**src/rtl/vec_lane_collector.sv**
```systemverilog
// Vector ALU write-back collector: merges per-lane result chunks into one VLEN-bit register.
// Define VEC_COLLECT_CHECK_EN to build the sticky protocol-error checker behind `err`.
module vec_lane_collector #(
  parameter int         VLEN       = 128,
  parameter logic [2:0] LANE_WIDTH = 3'b100
) (
  input  logic            clk,
  input  logic            reset,
  input  logic            start,
  input  logic [2:0]      vsew,
  input  logic [3:0]      lane_en,
  input  logic [3:0]      lane_valid,
  input  logic [63:0]     lane_vd0,
  input  logic [63:0]     lane_vd1,
  input  logic [63:0]     lane_vd2,
  input  logic [63:0]     lane_vd3,
  input  logic [9:0]      lane_regi0,
  input  logic [9:0]      lane_regi1,
  input  logic [9:0]      lane_regi2,
  input  logic [9:0]      lane_regi3,
  input  logic [3:0]      lane_done,
  output logic            busy,
  // vd moves to the consumer on any rising edge where out_valid and out_ready are
  // both high; out_valid then holds with vd frozen until that edge (or reset).
  output logic            out_valid,
  input  logic            out_ready,
  output logic [VLEN-1:0] vd,
  output logic            err,
  output logic [1:0]      state_dbg
);

  localparam int NB            = VLEN / 8;
  localparam int LANE_BITS_RAW = 1 << LANE_WIDTH;
  localparam int LANE_BITS     = (LANE_BITS_RAW > 64) ? 64 : LANE_BITS_RAW;

  typedef enum logic [1:0] {
    S_IDLE    = 2'd0,
    S_COLLECT = 2'd1,
    S_OUT     = 2'd2
  } state_t;

  state_t          state_q;
  logic [VLEN-1:0] vd_q, vd_d;
  logic [NB-1:0]   mask_q, mask_d;
  logic [3:0]      done_q, done_d;
  logic [3:0]      en_q;
  logic [1:0]      sew_q;
  logic            busy_q;
  logic            out_valid_q;
  logic            complete;

  logic [63:0]     lane_vd   [4];
  logic [9:0]      lane_regi [4];
  int              cw;
  logic [63:0]     chunk_mask;
  logic [VLEN-1:0] bit_m;
  logic [NB-1:0]   byte_m;
  logic [3:0]      fits;

`ifdef VEC_COLLECT_CHECK_EN
  logic            chk;
`endif

  // Lane writes are folded in lane order, so a later lane overrides an earlier one.
  always_comb begin
    lane_vd[0]   = lane_vd0;
    lane_vd[1]   = lane_vd1;
    lane_vd[2]   = lane_vd2;
    lane_vd[3]   = lane_vd3;
    lane_regi[0] = lane_regi0;
    lane_regi[1] = lane_regi1;
    lane_regi[2] = lane_regi2;
    lane_regi[3] = lane_regi3;

    cw = 8 << sew_q;
    if (cw > LANE_BITS) cw = LANE_BITS;
    chunk_mask = (cw >= 64) ? '1 : ((64'd1 << cw) - 64'd1);

    vd_d   = vd_q;
    mask_d = mask_q;
    done_d = done_q | lane_done;
    bit_m  = '0;
    byte_m = '0;
    fits   = '0;
`ifdef VEC_COLLECT_CHECK_EN
    chk    = 1'b0;
`endif

    for (int i = 0; i < 4; i++) begin
      fits[i] = (int'(lane_regi[i]) + cw) <= VLEN;
      if (lane_valid[i] && en_q[i] && fits[i]) begin
        bit_m = VLEN'(chunk_mask) << lane_regi[i];
        vd_d  = (vd_d & ~bit_m) | (VLEN'(lane_vd[i] & chunk_mask) << lane_regi[i]);
        for (int b = 0; b < NB; b++) begin
          byte_m[b] = |bit_m[b*8 +: 8];
        end
`ifdef VEC_COLLECT_CHECK_EN
        if (|(byte_m & mask_d)) chk = 1'b1;
`endif
        mask_d = mask_d | byte_m;
      end
`ifdef VEC_COLLECT_CHECK_EN
      if (lane_valid[i]) begin
        if (!en_q[i] || done_q[i]) chk = 1'b1;
        if (en_q[i] && (!fits[i] || ((int'(lane_regi[i]) & (cw - 1)) != 0))) chk = 1'b1;
      end
`endif
    end

    complete = (&mask_d) && ((done_d & en_q) == en_q);
  end

  always_ff @(posedge clk or posedge reset) begin
    if (reset) begin
      state_q     <= S_IDLE;
      vd_q        <= '0;
      mask_q      <= '0;
      done_q      <= '0;
      en_q        <= '0;
      sew_q       <= '0;
      busy_q      <= 1'b0;
      out_valid_q <= 1'b0;
    end else begin
      case (state_q)
        S_IDLE: begin
          if (start && !vsew[2]) begin
            state_q <= S_COLLECT;
            vd_q    <= '0;
            mask_q  <= '0;
            done_q  <= '0;
            en_q    <= lane_en;
            sew_q   <= vsew[1:0];
            busy_q  <= 1'b1;
          end
        end
        S_COLLECT: begin
          vd_q   <= vd_d;
          mask_q <= mask_d;
          done_q <= done_d;
          if (complete) begin
            state_q     <= S_OUT;
            out_valid_q <= 1'b1;
          end
        end
        S_OUT: begin
          if (out_ready) begin
            state_q     <= S_IDLE;
            out_valid_q <= 1'b0;
            busy_q      <= 1'b0;
          end
        end
        default: state_q <= S_IDLE;
      endcase
    end
  end

`ifdef VEC_COLLECT_CHECK_EN
  logic err_q;

  // A rejected start (bad vsew) raises err; an accepted one restarts it from the lane_en==0 check.
  always_ff @(posedge clk or posedge reset) begin
    if (reset) begin
      err_q <= 1'b0;
    end else if (state_q == S_IDLE && start) begin
      err_q <= vsew[2] ? 1'b1 : (lane_en == 4'd0);
    end else if (state_q == S_COLLECT) begin
      err_q <= err_q | chk;
    end
  end

  assign err = err_q;
`else
  assign err = 1'b0;
`endif

  assign busy      = busy_q;
  assign out_valid = out_valid_q;
  assign vd        = vd_q;
  assign state_dbg = state_q;

endmodule

```
**config.mk**
```make
export PLATFORM = sky130hd
export DESIGN_NAME = vec_lane_collector
export DESIGN_NICKNAME = d
export VERILOG_FILES = /design/src/rtl/vec_lane_collector.sv
export SDC_FILE = /design/constraint.sdc
export NUM_CORES = 2
export LEC_CHECK = 0
export ABC_AREA = 1
export BUFFER_PORTS_ARGS = -buffer_cell sky130_fd_sc_hd__buf_2
export CAP_MARGIN = 20
export CORE_AREA = 2 2 287 289
export CTS_BUF_LIST = sky130_fd_sc_hd__clkbuf_4 sky130_fd_sc_hd__clkbuf_8
export DETAILED_ROUTE_END_ITERATION = 10
export DIE_AREA = 0 0 289 291
export GPL_TIMING_DRIVEN = 0
export MAX_ROUTING_LAYER = met4
export PLACE_DENSITY = 0.52
export SLEW_MARGIN = 30
export SYNTH_ARGS = -nofsm -noshare
export SYNTH_HDL_FRONTEND = slang
export SYNTH_SLANG_ARGS = --single-unit
```
**constraint.sdc**
```tcl
create_clock -name clk -period 5.8 [get_ports clk]
set_clock_uncertainty 0.05 [all_clocks]
set_input_delay 1.16 -clock clk [delete_from_list [all_inputs] [get_ports clk]]
set_output_delay 1.16 -clock clk [all_outputs]
set_load 0.03 [all_outputs]
```
==> results.py <==
metrics = {
    "run_status": {
        "status": "finished clean",
    },
    "grt": {
        "grt_pass1_vias": 39560,
        "grt_usage_pct": 55.9,
        "overflow": 0,
        "antenna_found_initial": 17,
        "grt_pass1_wl_um": 316000,
        "grt_max_degree": 85,
    },
    "synth": {
        "synth-edff-count": 0,
        "synth_simple_gate_area_share_pct": 61.7,
        "synthXorXnorAreaFrac_pct": 0,
        "synth_area_um2": 28100,
        "synth-compound-area-share_pct": 13.8,
        "synthCells": 5689,
        "syn_nets": 6016,
        "ys_ff_latch": 158,
        "synth_fa_ha_area_share_pct": 0.642,
        "synth.area.mux_share_pct": 0.214,
        "synth_top_family_by_area": "simple AND/OR/NAND/NOR gates",
        "ys_warn_count": 0,
        "synth-main-ff-cell": "dfrtp_1",
        "async_reset_ff_share_pct": 100,
        "ys_seq_area_share_pct": 14.1,
        "ys_types": 53,
        "avgSynthCellArea_um2": 4.93,
    },
    "route": {
        "routedWlPerCell_um": 33.6,
        "drt-initial-drc-count": 8905,
        "dr_total_vias": 45115,
        "drt_pass1_iterations": 11,
        "drt_drc_violations_left": 0,
        "routed_wl_um": 237000,
        "via_per_inst": 6.39,
        "antenna_left": 0,
    },
    "timing": {
        "fin_crit_sh_pct": 99.0,
        "setup_slack_ns": 0.0563,
        "setup_violations": 0,
        "slew_headroom_pct": 25.1,
        "hold_ws_ns": 0.447,
        "fmax_ghz": 0.174,
        "hold_viol": 0,
        "report.final.slew_viol_count": 0,
        "rsz0062_at_grt": "no",
        "worst_slew_pin_slew_ns": 1.12,
        "finalCriticalPeriod_ns": 5.74,
    },
    "finish": {
        "regArea_um2": 3950,
        "nFillCells": 9679,
        "nets": 6280,
        "drive_gt1_share_pct": 8.92,
        "final_cell_mix": "nand2_1, nand3_1, o21ai_0, nor2_1, buf_2",
        "fin_cells": 7057,
        "syn2layout_area_growth_pct": 11.0,
        "final_common_cell": "nand2_1",
        "multi_input_area_um2": 21500,
    },
    "clock_network": {
        "cts_setup_buffers": 0,
        "hold_buffers": 0,
        "path_clk_slew_ns": 0.11,
        "cts.sinks": 158,
        "insertion_delay_ns": 0.51,
        "numCtsBuffers": 17,
        "cts_tree": "done",
        "clockRootBuffer": "clkbuf_8",
        "cts_buffer_depth": 2,
        "htree_levels": 4,
    },
    "min_path": {
        "worst_hold_path_type": "reg -> reg",
    },
    "placement": {
        "pre_cts_slack_ns": -0.683,
        "dpl.cell_count": 7004,
        "post-dp-hpwl_um": 198000,
        "port_buffers": 244,
        "gp_congestion": 1.25,
    },
    "power_and_ir_drop": {
        "p_leak_nw": 16.1,
        "peakVddDrop_mv": 0.195,
        "power_density_nw_per_um2": 332,
    },
    "critical_path": {
        "arrival_ns": 6.09,
        "critPathKind": "reg -> reg",
        "crit_path_start_kind": "flop",
        "cp_common_cell": "nand2_1",
        "crit_slowest_cell": "o21ai_0",
        "end_kind": "flop",
        "crit_fanout": 17,
        "max_stage_delay_ns": 0.65,
        "worstPathRequired_ns": 6.14,
        "cp_cell_sequence": "inv_2 > nand2_2 > buf_6 > fa_1 > nor2_1 > nand3_2 > a21oi_4 > nand2_8 > inv_2 > nand2_2 > buf_2 > o21ai_0 > o21ai_1 > nand2_1 > nand2_1 > nand2_1 > nand2_1 > nand2_1 > nand2_1 > nand2_1 > nand2_1",
    },
    "floorplan": {
        "design.core.area_um2": 81200,
        "io_pins": 448,
        "dieArea_um2": 84100,
        "die_w_um": 289,
        "start_util_pct": 34.6,
        "die_h_um": 291,
        "rows": 105,
    },
    "flow_run": {
        "maxCapViolations": 0,
    },
}
==> power by group <==
part	internal (mW)	total (mW)	switching (mW)
clock	0.325	0.856	0.531
sequential	1.48	2.36	0.881
combinational	1.28	7.12	5.84
==> cells by family (layout without fill, tap and decap cells) <==
logic type,count (synthesis),in the layout
DFF,158,158
other,1,22
buffers and inverters,649,926
AOI/OAI and AO/OA,716,716
adders and majority gates,12,12
muxes,6,6
and+or+nand+nor,4147,4147
==> final timing paths <==
path,slack (ns),endpoint,from,depth (start not counted)
setup / recovery,0.06,vd[8],sew_q[1],21
hold / removal,0.45,done_q[0],done_q[0],2
setup reg to reg,0.06,vd[8],sew_q[1],21
hold reg to reg,0.45,done_q[0],done_q[0],2
max in group asynchronous,4.19,vd[34],reset,3
min in group asynchronous,0.66,en_q[0],reset,2
==> layer usage <==
| metal | wire length [um] | track usage [%] |
|---|---|---|
| met2 | 91000 | 74.6 |
| met4 | 25100 | 43.5 |
| met1 | 85600 | 66.8 |
| met5 | 0 | - |
| met3 | 35400 | 20.7 |
==> cells in the mapped netlist (41+ instances only) <==
library cell  instances  area, um2
o21ai_1              84        420
inv_1               248        931
clkbuf_1            179        672
nand3_1             685       3430
a21oi_1              65        325
buf_1                58        218
o21ai_0             451       2260
dfrtp_1             158       3950
buf_2                94        470
nor2_1              359       1350
nand4_1             158        988
nor3_1               41        205
nand2_1            2798      10500
==> final cells by class <==
type	count	share of cell area (%)
Antenna cell	21	0.169
Buffer	356	5.06
Clock buffer	18	0.775
Clock inverter	14	0.478
Inverter	292	3.57
Multi-Input combinational cell	4882	68.9
Sequential cell	158	12.7
Tap cell	1070	4.30
Timing Repair Buffer	246	4.03
==> worst max-delay path, delay by kind of cell (launching register included) <==
kind | cells | cell delay, ns
AO/OA/AOI/OAI | 3 | 1.27
AND/OR/NAND/NOR | 13 | 2.31
buffers and inverters | 4 | 1.01
adder cells (fa/ha/maj) | 1 | 0.48
flip-flops | 1 | 0.41
==> flip-flops by register name, summed over array words and instances (netlist names) <==
signal / flops
state_dbg: 2
busy: 1
done_q: 4
en_q: 4
vd: 128
mask_q: 16
sew_q: 2
out_valid: 1
==> stage by stage <==
step	total power [mW]	instance area, um2	utilization, %	setup TNS, ns
2_1_floorplan	4.88	28100	-	0
3_3_place_gp	8.71	30600	37.7	-244.86
3_5_place_dp	8.72	30700	37.8	-3.21
4_1_cts	9.53	31000	38.2	0
5_1_grt	10.2	31100	38.3	0
6_report	10.3	31100	38.4	0
==> timing repair <==
action / CTS / global route
gates resized for setup: 1 / 6
setup endpoints to repair: 18 / 8
cloned: 0 / 0
No activity file was read; power rests on OpenSTA's default activity.
